<file path="src/rtl/ftdi_device_emulator.sv">
// FT245-style device emulator: host RD#/WR# strobes service two byte FIFOs whose
// far ends are exposed to the PC side as valid/ready streams, with sticky error flags.
module ftdi_device_emulator #(
    parameter int DEPTH = 16,
    parameter int GAP   = 1
) (
    input  logic                     clock,
    input  logic                     reset,
    input  logic                     clear,
    input  logic                     ftdi_rd,
    input  logic                     ftdi_wr,
    input  logic                     adbus_tri,
    input  logic [7:0]               adbus_in,
    output logic [7:0]               adbus_out,
    output logic                     rxf,
    output logic                     txe,
    input  logic                     pc_wr_valid,
    input  logic [7:0]               pc_wr_data,
    output logic                     pc_wr_ready,
    output logic                     pc_rd_valid,
    output logic [7:0]               pc_rd_data,
    input  logic                     pc_rd_ready,
    output logic [$clog2(DEPTH):0]   rx_count,
    output logic [$clog2(DEPTH):0]   tx_count,
    output logic                     err_rd,
    output logic                     err_wr,
    output logic                     err_both
);

    localparam int AW = $clog2(DEPTH);
    localparam int CW = AW + 1;
    localparam int GW = $clog2(GAP + 1);
    localparam logic [CW-1:0] FULL     = CW'(DEPTH);
    localparam logic [GW-1:0] GAP_LOAD = GW'(GAP);

    logic          flush;
    logic          rd_prev, wr_prev;
    logic          rd_fall, rd_rise, wr_fall, wr_rise;
    logic          both_low;
    logic [GW-1:0] rd_gap, wr_gap;
    logic          rd_active, wr_active;
    logic          rd_avail, wr_avail;
    logic          rd_start, wr_start;
    logic          rx_push, rx_pop, tx_push, tx_pop;
    logic [7:0]    hold;

    logic [7:0]    rx_mem [DEPTH];
    logic [7:0]    tx_mem [DEPTH];
    logic [AW-1:0] rx_wptr, rx_rptr, tx_wptr, tx_rptr;

    assign flush    = reset | clear;
    assign rd_fall  = rd_prev & ~ftdi_rd;
    assign rd_rise  = ~rd_prev & ftdi_rd;
    assign wr_fall  = wr_prev & ~ftdi_wr;
    assign wr_rise  = ~wr_prev & ftdi_wr;
    assign both_low = ~ftdi_rd & ~ftdi_wr;

    // A strobe may only start a transfer when its FIFO side is ready and the
    // post-strobe gap has elapsed; rxf/txe are this readiness, masked while the
    // strobe is low and during the rising-edge cycle itself.
    assign rd_avail = (rx_count != '0) && (rd_gap == '0);
    assign wr_avail = (tx_count != FULL) && (wr_gap == '0);
    assign rxf      = ~rd_avail | ~ftdi_rd | rd_rise;
    assign txe      = ~wr_avail | ~ftdi_wr | wr_rise;

    assign rd_start = rd_fall & rd_avail & ~both_low;
    assign wr_start = wr_fall & wr_avail & ~both_low;

    // The head byte is presented in the falling-edge cycle already, so the host
    // can sample it in its first low cycle.
    always_comb begin
        adbus_out = 8'h00;
        if ((rd_start | rd_active) && !ftdi_rd && !both_low) begin
            adbus_out = rx_mem[rx_rptr];
        end
    end

    assign pc_wr_ready = (rx_count != FULL);
    assign rx_push     = pc_wr_valid & pc_wr_ready;
    assign rx_pop      = rd_rise & rd_active & (rx_count != '0);

    assign pc_rd_valid = (tx_count != '0);
    assign pc_rd_data  = tx_mem[tx_rptr];
    assign tx_pop      = pc_rd_valid & pc_rd_ready;
    assign tx_push     = wr_rise & wr_active & (tx_count != FULL);

    // Strobe history resets high so a strobe held low through reset release
    // is seen as a fresh falling edge.
    always_ff @(posedge clock) begin
        if (flush) begin
            rd_prev <= 1'b1;
            wr_prev <= 1'b1;
        end else begin
            rd_prev <= ftdi_rd;
            wr_prev <= ftdi_wr;
        end
    end

    always_ff @(posedge clock) begin
        if (flush) begin
            rd_active <= 1'b0;
            wr_active <= 1'b0;
            rd_gap    <= '0;
            wr_gap    <= '0;
        end else begin
            if (both_low || rd_rise) begin
                rd_active <= 1'b0;
            end else if (rd_start) begin
                rd_active <= 1'b1;
            end

            if (both_low || wr_rise) begin
                wr_active <= 1'b0;
            end else if (wr_start) begin
                wr_active <= 1'b1;
            end

            if (rd_rise) begin
                rd_gap <= GAP_LOAD;
            end else if (rd_gap != '0) begin
                rd_gap <= rd_gap - GW'(1);
            end

            if (wr_rise) begin
                wr_gap <= GAP_LOAD;
            end else if (wr_gap != '0) begin
                wr_gap <= wr_gap - GW'(1);
            end
        end
    end

    always_ff @(posedge clock) begin
        if (flush) begin
            err_rd   <= 1'b0;
            err_wr   <= 1'b0;
            err_both <= 1'b0;
            hold     <= 8'h00;
        end else begin
            if (rd_fall && !rd_avail && !both_low) begin
                err_rd <= 1'b1;
            end
            if (wr_fall && !wr_avail && !both_low) begin
                err_wr <= 1'b1;
            end
            if (both_low) begin
                err_both <= 1'b1;
            end
            if (!ftdi_wr && adbus_tri) begin
                hold <= adbus_in;
            end
        end
    end

    // Pointers are exactly AW bits wide, so increments wrap modulo DEPTH.
    always_ff @(posedge clock) begin
        if (flush) begin
            rx_wptr  <= '0;
            rx_rptr  <= '0;
            rx_count <= '0;
        end else begin
            if (rx_push) begin
                rx_wptr <= rx_wptr + AW'(1);
            end
            if (rx_pop) begin
                rx_rptr <= rx_rptr + AW'(1);
            end
            case ({rx_push, rx_pop})
                2'b10:   rx_count <= rx_count + CW'(1);
                2'b01:   rx_count <= rx_count - CW'(1);
                default: rx_count <= rx_count;
            endcase
        end
    end

    always_ff @(posedge clock) begin
        if (flush) begin
            tx_wptr  <= '0;
            tx_rptr  <= '0;
            tx_count <= '0;
        end else begin
            if (tx_push) begin
                tx_wptr <= tx_wptr + AW'(1);
            end
            if (tx_pop) begin
                tx_rptr <= tx_rptr + AW'(1);
            end
            case ({tx_push, tx_pop})
                2'b10:   tx_count <= tx_count + CW'(1);
                2'b01:   tx_count <= tx_count - CW'(1);
                default: tx_count <= tx_count;
            endcase
        end
    end

    always_ff @(posedge clock) begin
        if (!flush && rx_push) begin
            rx_mem[rx_wptr] <= pc_wr_data;
        end
        if (!flush && tx_push) begin
            tx_mem[tx_wptr] <= hold;
        end
    end

endmodule

</file>
<file path="config.mk">
export PLATFORM = sky130hd
export DESIGN_NAME = ftdi_device_emulator
export DESIGN_NICKNAME = d
export VERILOG_FILES = /design/src/rtl/ftdi_device_emulator.sv
export SDC_FILE = /design/constraint.sdc
export NUM_CORES = 1
export LEC_CHECK = 0
export CAP_MARGIN = 20
export CORE_ASPECT_RATIO = 1.4
export CORE_MARGIN = 2
export CORE_UTILIZATION = 40
export CTS_BUF_LIST = sky130_fd_sc_hd__clkbuf_8
export DETAILED_ROUTE_END_ITERATION = 10
export SETUP_SLACK_MARGIN = 0.02
export SKIP_CTS_REPAIR_TIMING = 1
export SLEW_MARGIN = 20
export SYNTH_ARGS = -nofsm -noshare
export SYNTH_HDL_FRONTEND = slang
export SYNTH_SLANG_ARGS = --single-unit
export TNS_END_PERCENT = 30
</file>
<file path="constraint.sdc">
create_clock -name clock -period 3.1 [get_ports clock]
set_input_delay 0.62 -clock clock [delete_from_list [all_inputs] [get_ports clock]]
set_output_delay 0.62 -clock clock [all_outputs]
set_load 0.01 [all_outputs]
</file>
==> summary.md <==
| Metric | Value |
|---|---|
| Status | complete, but fails checks |
| Violated checks | setup timing |
| Total power divided by cell area | 547 mW/mm2 |
| Core Footprint | between 0.03 and 0.04 mm2 |
| Syn Area/Cell | 18.4 um2 |
| I/O pin count | between 50 and 60 |
| Initial core utilization | slightly above 40% |
| Multi-input gate area | 0.00329 mm2 |
| Antenna violation net count after detailed routing | 0 |
| DP HPWL | ~19000 um |
| Core Rows | 75 |
| Routed vias/inst | roughly 5.3 |
| Vias in the first global route | ~7100 |
| WHS | 480 ps |
| Filler cell count | 2488 |
| Top-area cell type share of the netlist area | 62.7% |
| Remaining global-route overflow | 0 |
| Area delta synth->final | 21.7% |
| Mapped Area | 0.0123 mm2 |
| Synth cell count leaders | edfxtp_1 (256), nor2_1 (66), mux4_2 (64) |
| Antenna violations before repair | 0 |
| Iteration-0 DRC Markers | 491 |
| CP startpoint kind | flop |
| CTS buffer count | 47 |
| Vias after detailed routing | 6625 |
| Worst EP arrival | ~2600 ps |
| CP dominant cell by count | mux4_2 |
| RR Startpoint | rx_count[0] |
| DP Worst Slack | -168 ps |
| Cells after synthesis | around 670 |
| Synth Net Count | 707 |
| DIE WIDTH | 152 um |
| Placed Area | roughly 0.014 mm2 |
| Reg clk slew, reported paths | 60 ps |
| Fin util | 49.7% |
| Fmax | 308 MHz |
| CP max stage delay | 530 ps |
| Final setup viols | 5 |
| #FFs+latches synth | 307 |
| Post-DR wirelength/cell | 22.3 um |
| Critical path class | reg2out |
| Setup tns final | -464 ps |
| # DRC | 0 |
| CP max FO | 8 |
| Max clock buf depth | 3 |
| Hold path start | err_rd |
| Unique cell type count in the Yosys netlist | between 40 and 50 |
| Synth Flop Type | edfxtp_1 |
| Sequential fraction of the synthesis area | 71.0% |
| Count of max-cap constraint violations | 0 |
| Largest net degree at the start of global routing | 33 |
| Num Clock Sinks | 307 |
| Highest-delay cell along the critical path | mux4_2 |
| Most frequent cell after synthesis | edfxtp_1 |
| Setup WS post-layout | -151 ps |
| CTS Root Cell | clkbuf_8 |
| Max_slew headroom | a little under three fifths |
| LEAKAGE | between 5 and 6 nW |
| Non-Filler Instances | ~1300 |
| Fraction of layout cells with a size suffix above 1 | 29.2% |
| Critical path cell sequence | buf_6, mux4_2, mux4_2, clkdlybuf4s50_1 |
| # diodes | 0 |
| H-tree levels | 2 |
| Crit path time final | 3250 ps |
| Die ar. | 0.0321 mm2 |
| Drt first pass iters | 5 |
| Data required, critical path | 2480 ps |
| Fin. max-slew vios | 0 |
| Worst setup EP type | output pin |
| Final total power | 8.16 mW |
| Final hold vios | 0 |
| Cell Count Post-Placement | about 1200 |
| Worst-Margin Slew | 635 ps |
| Port bufs | 56 |
| Final Wtd Congestion | 0.788 |
| FFs w/ async S/R, synth | 0% |
| First-pass GRT wire length | 42000 um |
| Routed wire length | 28000 um |
| Gr usage total | 17.3% |
| Chip height | 211 um |
| Warnings, synthesis | 0 |
| Fin crit share | 105% |
| Delay-heaviest family, CP | multiplexers |
| Nets | 869 |
| Worst-Skew Late Latency | 570 ps |
| Min-Delay Path Class | reg2reg |
| Synth area leaders | edfxtp_1 (63%), mux4_2 (12%), dfxtp_1 (8.3%), mux4_1 (3.2%), nor2_1 (2.0%) |
| Number of synthesized flops with an enable pin | 256 |
| Worst path buffer plus inverter count | 2 |
| Final instance area | 0.0149 mm2 |
| Fin Clk Skew | 23.2 ps |
| RSZ-0062 raised after global routing | yes |
| Peak supply drop | 0.410 mV |
| Reg area | 0.00872 mm2 |
| CTS tree | yes |
| Cell taking the most area after synthesis | edfxtp_1 |
-- kinds of logic (layout without fill, tap and decap cells) --
kind of cell	Yosys count	after routing	synth area share, %
AND/OR/NAND/NOR	145	145	5.91
adder cells (fa/ha/maj)	17	17	1.80
AO/OA/AOI/OAI	39	39	1.94
multiplexers	92	92	16.0
XOR/XNOR	17	17	1.21
buffers and inverters	49	250	2.06
flip-flops	307	307	71.0
-- cell type report --
| type | instances | area share (%) |
|---|---|---|
| repair buffers | 143 | 8.94 |
| well taps | 385 | 3.23 |
| multi-input cells | 310 | 22.1 |
| inverters | 19 | 0.478 |
| flip-flops and latches | 307 | 58.5 |
| clock buffers | 56 | 5.17 |
| clock inverters | 32 | 1.63 |
-- tightest hold or removal path: stages (launching register included) --
cell	delay, ps
dfxtp_1	320
inv_1	50
a21oi_1	50
-- power by group --
group	switching (mW)	internal (mW)	total [mW]
logic	0.0858	0.0725	0.158
clock network	1.54	1.98	3.52
registers	0.0179	4.46	4.47
-- placed cells by master (no fill, tap or decap), types with 8 or more instances in the layout --
cell type	count
edfxtp_1	256
mux4_2	75
buf_4	74
nor2_1	66
clkbuf_8	56
dfxtp_1	46
clkdlybuf4s50_1	41
inv_1	30
a21oi_1	16
ha_1	16
nand2_1	14
mux2i_1	13
xor2_1	10
nor3_1	10
clkinv_1	10
nor2b_1	8
-- registers in the layout, indices dropped and copies added, names as in the netlist, named ones only --
name       count
err_both       1
err_rd         1
err_wr         1
hold           8
rd_active      1
rd_gap         1
rd_prev        1
rx_count       5
rx_mem       128
rx_rptr        4
rx_wptr        4
tx_count       5
tx_mem       128
tx_rptr        4
tx_wptr        4
wr_active      1
wr_gap         1
wr_prev        1
-- path summary, 6_finish.rpt --
kind	to	slack [ps]	cells after the start
hold / removal	err_rd	480	2
setup reg to reg	rx_count[4]	320	11
setup / recovery	pc_rd_data[0]	-150	4
hold reg to reg	err_rd	480	2
-- per-layer routing --
metal	vias to the layer above	track usage, %	part of all wire, %
li1	2956	-	-
met1	3446	18.4	36
met2	176	34.2	57
met3	47	3.30	4.2
met4	0	5.41	2.2
met5	-	0	0
Note: power is estimated with default switching activity, not from simulation.
==> patch 1: new RTL, same flow settings <==
Register the output `tx_count` once more; this adds one clock of latency there. The other outputs are not delayed to match.
--- a/src/rtl/ftdi_device_emulator.sv
+++ b/src/rtl/ftdi_device_emulator.sv
@@ -33,6 +33,8 @@
     localparam logic [CW-1:0] FULL     = CW'(DEPTH);
     localparam logic [GW-1:0] GAP_LOAD = GW'(GAP);
 
+    logic [$clog2(DEPTH):0] tx_count_s0;
+
     logic          flush;
     logic          rd_prev, wr_prev;
     logic          rd_fall, rd_rise, wr_fall, wr_rise;
@@ -59,7 +61,7 @@
     // post-strobe gap has elapsed; rxf/txe are this readiness, masked while the
     // strobe is low and during the rising-edge cycle itself.
     assign rd_avail = (rx_count != '0) && (rd_gap == '0);
-    assign wr_avail = (tx_count != FULL) && (wr_gap == '0);
+    assign wr_avail = (tx_count_s0 != FULL) && (wr_gap == '0);
     assign rxf      = ~rd_avail | ~ftdi_rd | rd_rise;
     assign txe      = ~wr_avail | ~ftdi_wr | wr_rise;
 
@@ -79,10 +81,10 @@
     assign rx_push     = pc_wr_valid & pc_wr_ready;
     assign rx_pop      = rd_rise & rd_active & (rx_count != '0);
 
-    assign pc_rd_valid = (tx_count != '0);
+    assign pc_rd_valid = (tx_count_s0 != '0);
     assign pc_rd_data  = tx_mem[tx_rptr];
     assign tx_pop      = pc_rd_valid & pc_rd_ready;
-    assign tx_push     = wr_rise & wr_active & (tx_count != FULL);
+    assign tx_push     = wr_rise & wr_active & (tx_count_s0 != FULL);
 
     // Strobe history resets high so a strobe held low through reset release
     // is seen as a fresh falling edge.
@@ -176,7 +178,7 @@
         if (flush) begin
             tx_wptr  <= '0;
             tx_rptr  <= '0;
-            tx_count <= '0;
+            tx_count_s0 <= '0;
         end else begin
             if (tx_push) begin
                 tx_wptr <= tx_wptr + AW'(1);
@@ -185,9 +187,9 @@
                 tx_rptr <= tx_rptr + AW'(1);
             end
             case ({tx_push, tx_pop})
-                2'b10:   tx_count <= tx_count + CW'(1);
-                2'b01:   tx_count <= tx_count - CW'(1);
-                default: tx_count <= tx_count;
+                2'b10:   tx_count_s0 <= tx_count_s0 + CW'(1);
+                2'b01:   tx_count_s0 <= tx_count_s0 - CW'(1);
+                default: tx_count_s0 <= tx_count_s0;
             endcase
         end
     end
@@ -201,5 +203,9 @@
         end
     end
 
+    always_ff @(posedge clock) begin
+        tx_count <= tx_count_s0;
+    end
+
 endmodule
 
Check against the original RTL: not equivalent (Yosys sat finds a counterexample within 4 cycles, from zero or initial values).
==> patch 1 against the original RTL <==
The flow still finishes with violations (setup timing); final area is 0.76% lower; register-to-register slack better by 0.08 ns; setup slack worse by 0.023 ns; sequential power is 2% higher; wire length is 8.4% lower; count of clock-buffer cells in the layout is 3 lower; final cell count is 0.48% lower; power is 4.6% lower; combinational power is 6% lower; sequential cell count is 5 higher; maximum frequency is 0.69% lower; synthesized area is 0.72% higher; largest cell class unchanged; largest power group unchanged.
==> patch 1: results (changes against the original RTL) <==
Outcome
  • Status: finished, violations left (unchanged)
  • Failing checks: setup timing (unchanged)

Power
  • Leakage: 0.00498 uW (was 0.00502 uW)
  • Internal cell power: 6170 uW (was 6510 uW)
  • Peak supply drop: 0.000377 V (was 0.000410 V)

Place
  • # placed instances: 1,149 (was 1,150)
  • Hpwl dp: 16.8 mm (was 18.9 mm)
  • Placer congestion estimate: 0.823 (was 0.788)

Critical path
  • CP max FO: 11 (was 8)
  • Crit Reg-Reg Startpoint: tx_count_s0[2] (was rx_count[0])
  • Flop-to-flop setup slack: 0.40 ns (was 0.32 ns)
  • Critical path arrival: 2.65 ns (was 2.63 ns)
  • Crit path largest cell delay: 0.58 ns (was 0.53 ns)
  • Worst path slowest cell: mux4_1 (was mux4_2)
  • Critical R2R Capture: tx_count_s0[4] (was rx_count[4])

Worst hold path
  • Hold depth: 0 (was 2)
  • Hold Crit Start: tx_count_s0[4] (was err_rd)

Global route
  • Vias in the first global route: 7,074 (was 7,084)
  • First-pass GRT wire length: 39.5 mm (was 42.0 mm)

STA
  • Final hold slack: 0.432 ns (was 0.480 ns)
  • Final setup vio count: 1 (was 5)
  • Relative slew slack: 56.3% (was 57.5%)
  • Clk_skew: 0.0131 ns (was 0.0232 ns)
  • Worst setup margin: -0.174 ns (was -0.151 ns)

Synthesis
  • Syn Nets: 716 (was 707)
  • Unique cell type count in the Yosys netlist: 55 (was 49)
  • Synth Area in XOR/XNOR: 1.35% (was 1.21%)
  • Synth top area cells: edfxtp_1 (62%), dfxtp_1 (9.1%), mux4_2 (8.8%), mux4_1 (5.1%), nor2_1 (2.1%) (was edfxtp_1 (63%), mux4_2 (12%), dfxtp_1 (8.3%), mux4_1 (3.2%), nor2_1 (2.0%))
  • Syn_area_per_cell: 18.3 um^2 (was 18.4 um^2)

Route
  • Drt wl/cell: 20.6 um (was 22.3 um)
  • Vias per inst: 5.14 (was 5.29)

Layout
  • Non-filler cells, final: 1,246 (was 1,252)
  • Layout cells sized above 1: 23.7% (was 29.2%)
## patch 1: cell count changes after synthesis, sizes merged, moves of 3 or more
cell    unedited run  this run
a21oi             17        20
a22oi              0        14
buf               15        18
clkbuf            14         9
dfxtp             51        56
mux4              79        72
## patch 1: worst max-delay path: cells and delay by family, from the launching register on
family                 cells  cell delay (ns)
DFF                        1             0.41
muxes                      2             1.04
buffers and inverters      2             0.66
## patch 1: layout make-up
class                      instances  area, um^2  area share, %
multi-input combinational        315        3360           22.7
clock buffer                      53         729           4.93
clock inverter                    38         156           1.06
sequential                       312        8820           59.6
inverter                          21        78.8          0.533
tap                              390         488           3.30
timing repair buffer             117        1170           7.90
## patch 1: power by group through the flow
| stage | registers [uW] | clock network, uW | logic [uW] |
|---|---|---|---|
| after floorplan | 4620 | 0 | 55.3 |
| after detailed placement | 4630 | 0 | 145 |
| after CTS | 4540 | 3200 | 146 |
| final | 4540 | 3090 | 149 |
| after global routing | 4540 | 3380 | 164 |
| after global placement | 4630 | 0 | 140 |
## patch 1: worst max-delay path by stage
stage / end
CTS: adbus_out[7]
detailed placement: tx_count_s0[4]
global placement: adbus_out[6]
global route: pc_rd_data[5]
finish: pc_rd_data[5]
floorplan: tx_count_s0[4]
## patch 1: kinds of logic after synthesis
kind of cell,Yosys count
AOI/OAI and AO/OA,57
xor gates and xnor gates,19
adders and majority gates,17
buffers and inverters,48
DFF,312
muxes,84
and+or+nand+nor,138
## patch 1: layer usage
metal	GRT usage, %	part of all wire (%)	up-vias
li1	-	-	2962
met1	18.0	39	3282
met2	30.7	55	125
met3	2.52	3.4	41
met4	4.85	1.8	0
met5	0	0	-
## patch 1: per-stage QoR
step	area, um^2	utilization, %
finish	14800	48.3
global route	14800	48.3
CTS	14600	47.7
detailed placement	13700	44.8
global placement	13700	44.8
floorplan	12300	-
==> patch 2: new RTL, same flow settings <==
Without the edit above. The parameter `DEPTH` goes from 16 to 8.
--- a/src/rtl/ftdi_device_emulator.sv
+++ b/src/rtl/ftdi_device_emulator.sv
@@ -1,7 +1,7 @@
 // FT245-style device emulator: host RD#/WR# strobes service two byte FIFOs whose
 // far ends are exposed to the PC side as valid/ready streams, with sticky error flags.
 module ftdi_device_emulator #(
-    parameter int DEPTH = 16,
+    parameter int DEPTH = 8,
     parameter int GAP   = 1
 ) (
     input  logic                     clock,
Ports: changed (resized rx_count and tx_count); port bits go from 57 to 55. No check against the original RTL was run, so the function may have changed too.
==> patch 2 against the original RTL <==
Setup slack gained 0.26 ns; sequential cell count decreased by 136; power is 50% lower; final area down 45%; wire length is 53% lower; synthesized area is 44% lower; maximum frequency up 8.8%; register-to-register slack better by 0.15 ns.
==> patch 2: results (changes against the original RTL) <==
Outcome
  • Status: finished clean (was finished, violations left)

Global route
  • Largest net degree at the start of global routing: 19 (was 33)
  • First-pass GRT wire length: 19.9 mm (was 42.0 mm)
  • Initial antenna violation count: 0 (unchanged)
  • GRT Util Overall: 14.7% (was 17.3%)

STA
  • Final Hold Viols: 0 (unchanged)
  • Relative slew slack: 56.7% (was 57.5%)
  • Clk_skew: 0.0112 ns (was 0.0232 ns)
  • Final setup vio count: 0 (was 5)
  • Final hold slack: 0.493 ns (was 0.480 ns)

Route
  • Met2 Wirelength: 7.15 mm (was 16.1 mm)
  • Wire length on met1: 5.20 mm (was 10.1 mm)
  • Routed length on met3: 488 um (was 1.16 mm)
  • Via count: 3,709 (was 6,625)
  • Max Used Layer: met4 (unchanged)
  • Drt first pass iters: 4 (was 5)
  • 1st-iter DRT viols: 170 (was 491)
  • Drt wl/cell: 18.3 um (was 22.3 um)

Synthesis
  • YS warnings: 0 (unchanged)
  • Unique cell type count in the Yosys netlist: 49 (unchanged)
  • Post-synth ARST share: 0% (unchanged)
  • Commonest cells post-synth: edfxtp_1 (128), nor2_1 (55), dfxtp_1 (43) (was edfxtp_1 (256), nor2_1 (66), mux4_2 (64))
  • Post-synth EDFFs: 128 (was 256)
  • Synth top area cells: edfxtp_1 (56%), dfxtp_1 (12%), mux4_1 (5.7%), mux4_2 (5.5%), mux2i_1 (3.0%) (was edfxtp_1 (63%), mux4_2 (12%), dfxtp_1 (8.3%), mux4_1 (3.2%), nor2_1 (2.0%))
  • Register area share after synthesis: 68.1% (was 71.0%)
  • Syn Nets: 447 (was 707)

Place
  • Area after DPL: 0.00779 mm^2 (was 0.0137 mm^2)
  • Hpwl dp: 8.69 mm (was 18.9 mm)
  • Placer congestion estimate: 0.751 (was 0.788)
  • Port Buffers: 54 (was 56)

Critical path
  • Reg2reg path depth: 10 (was 11)
  • Flop-to-flop setup slack: 0.47 ns (was 0.32 ns)
  • CP max FO: 16 (was 8)
  • Critical path arrival: 2.37 ns (was 2.63 ns)

Clock network
  • Clock latency on the worst-skew pair: 0.46 ns (was 0.57 ns)
  • Clock transition at path regs: 0.10 ns (was 0.06 ns)
  • TritonCTS Buffers: 17 (was 47)
  • H-tree Lvls: 4 (was 2)
  • Root buffer cell: clkbuf_8 (unchanged)
  • Clk buf depth: 2 (was 3)

Worst hold path
  • HP Class: reg -> reg (unchanged)
  • Hold depth: 2 (unchanged)

Layout
  • Filler cell count: 1,421 (was 2,488)
  • Top Registers: rx_mem: 64 flops, tx_mem: 64 flops, hold: 8 flops (was rx_mem: 128 flops, tx_mem: 128 flops, hold: 8 flops)
  • Antenna diode count: 0 (unchanged)
  • Nets: 529 (was 869)
  • Fin area: 0.00822 mm^2 (was 0.0149 mm^2)
  • Layout cells sized above 1: 19.7% (was 29.2%)

Power
  • Leakage: 0.00286 uW (was 0.00502 uW)
  • Peak supply drop: 0.000432 V (was 0.000410 V)
==> patch 2: cell types whose count changed in the layout (fill, tap and decap cells not counted), moves of 10 or more <==
| cell | unedited run | this run |
|---|---|---|
| buf_4 | 74 | 27 |
| clkbuf_8 | 56 | 17 |
| clkinv_1 | 10 | 0 |
| edfxtp_1 | 256 | 128 |
| inv_1 | 30 | 2 |
| mux4_1 | 4 | 15 |
| mux4_2 | 75 | 17 |
| nor2_1 | 66 | 55 |
==> patch 2: cells by family (layout without fill, tap and decap cells) <==
kind of cell	count (synthesis)	count (layout)	share of synthesized area, %
buffers and inverters	22	117	2.05
DFF	171	171	68.1
and+or+nand+nor	113	113	8.62
AOI/OAI and AO/OA	22	22	2.06
adders and majority gates	10	10	1.81
muxes	62	62	15.7
xor gates and xnor gates	13	13	1.65
==> patch 2: final timing paths <==
kind                    start            end
setup / recovery    flip-flop  pc_rd_data[4]
hold / removal         err_wr         err_wr
setup reg to reg  rx_count[0]    rx_count[2]
hold reg to reg        err_wr         err_wr
==> patch 2: critical path, stage by stage, from the launching register on <==
cell and delay [ns]:
dfxtp_1 0.34, buf_6 0.22, mux4_1 0.58, mux2_2 0.28
clkdlybuf4s50_1 0.48
==> patch 2: routing by layer <==
layer	track usage, %	vias up
li1	-	1762
met1	16.5	1853
met2	26.4	81
met3	3.69	13
met4	5.48	0
met5	0	-
==> patch 2: layout make-up <==
class | instances | area share (%)
clock inverters | 15 | 1.83
clock buffers | 17 | 2.85
inverters | 2 | 0.0914
repair buffers | 83 | 9.56
flip-flops and latches | 171 | 57.2
multi-input cells | 220 | 25.3
well taps | 203 | 3.09
==> patch 2: where the power goes <==
group          switching (uW)  internal [uW]
Sequential               12.3           2460
Clock                     889            601
Combinational            58.3           63.7
Total                     960           3120
==> patch 2: per-stage QoR <==
stage | TNS, ns | setup WS, ns | instances
after global routing | 0 | 0.00665 | 711
final | 0 | 0.112 | 711
after CTS | -0.959 | -0.157 | 711
after detailed placement | -0.921 | -0.146 | 679
after floorplan | 0 | 0.635 | 413
after global placement | -0.719 | -0.100 | 679
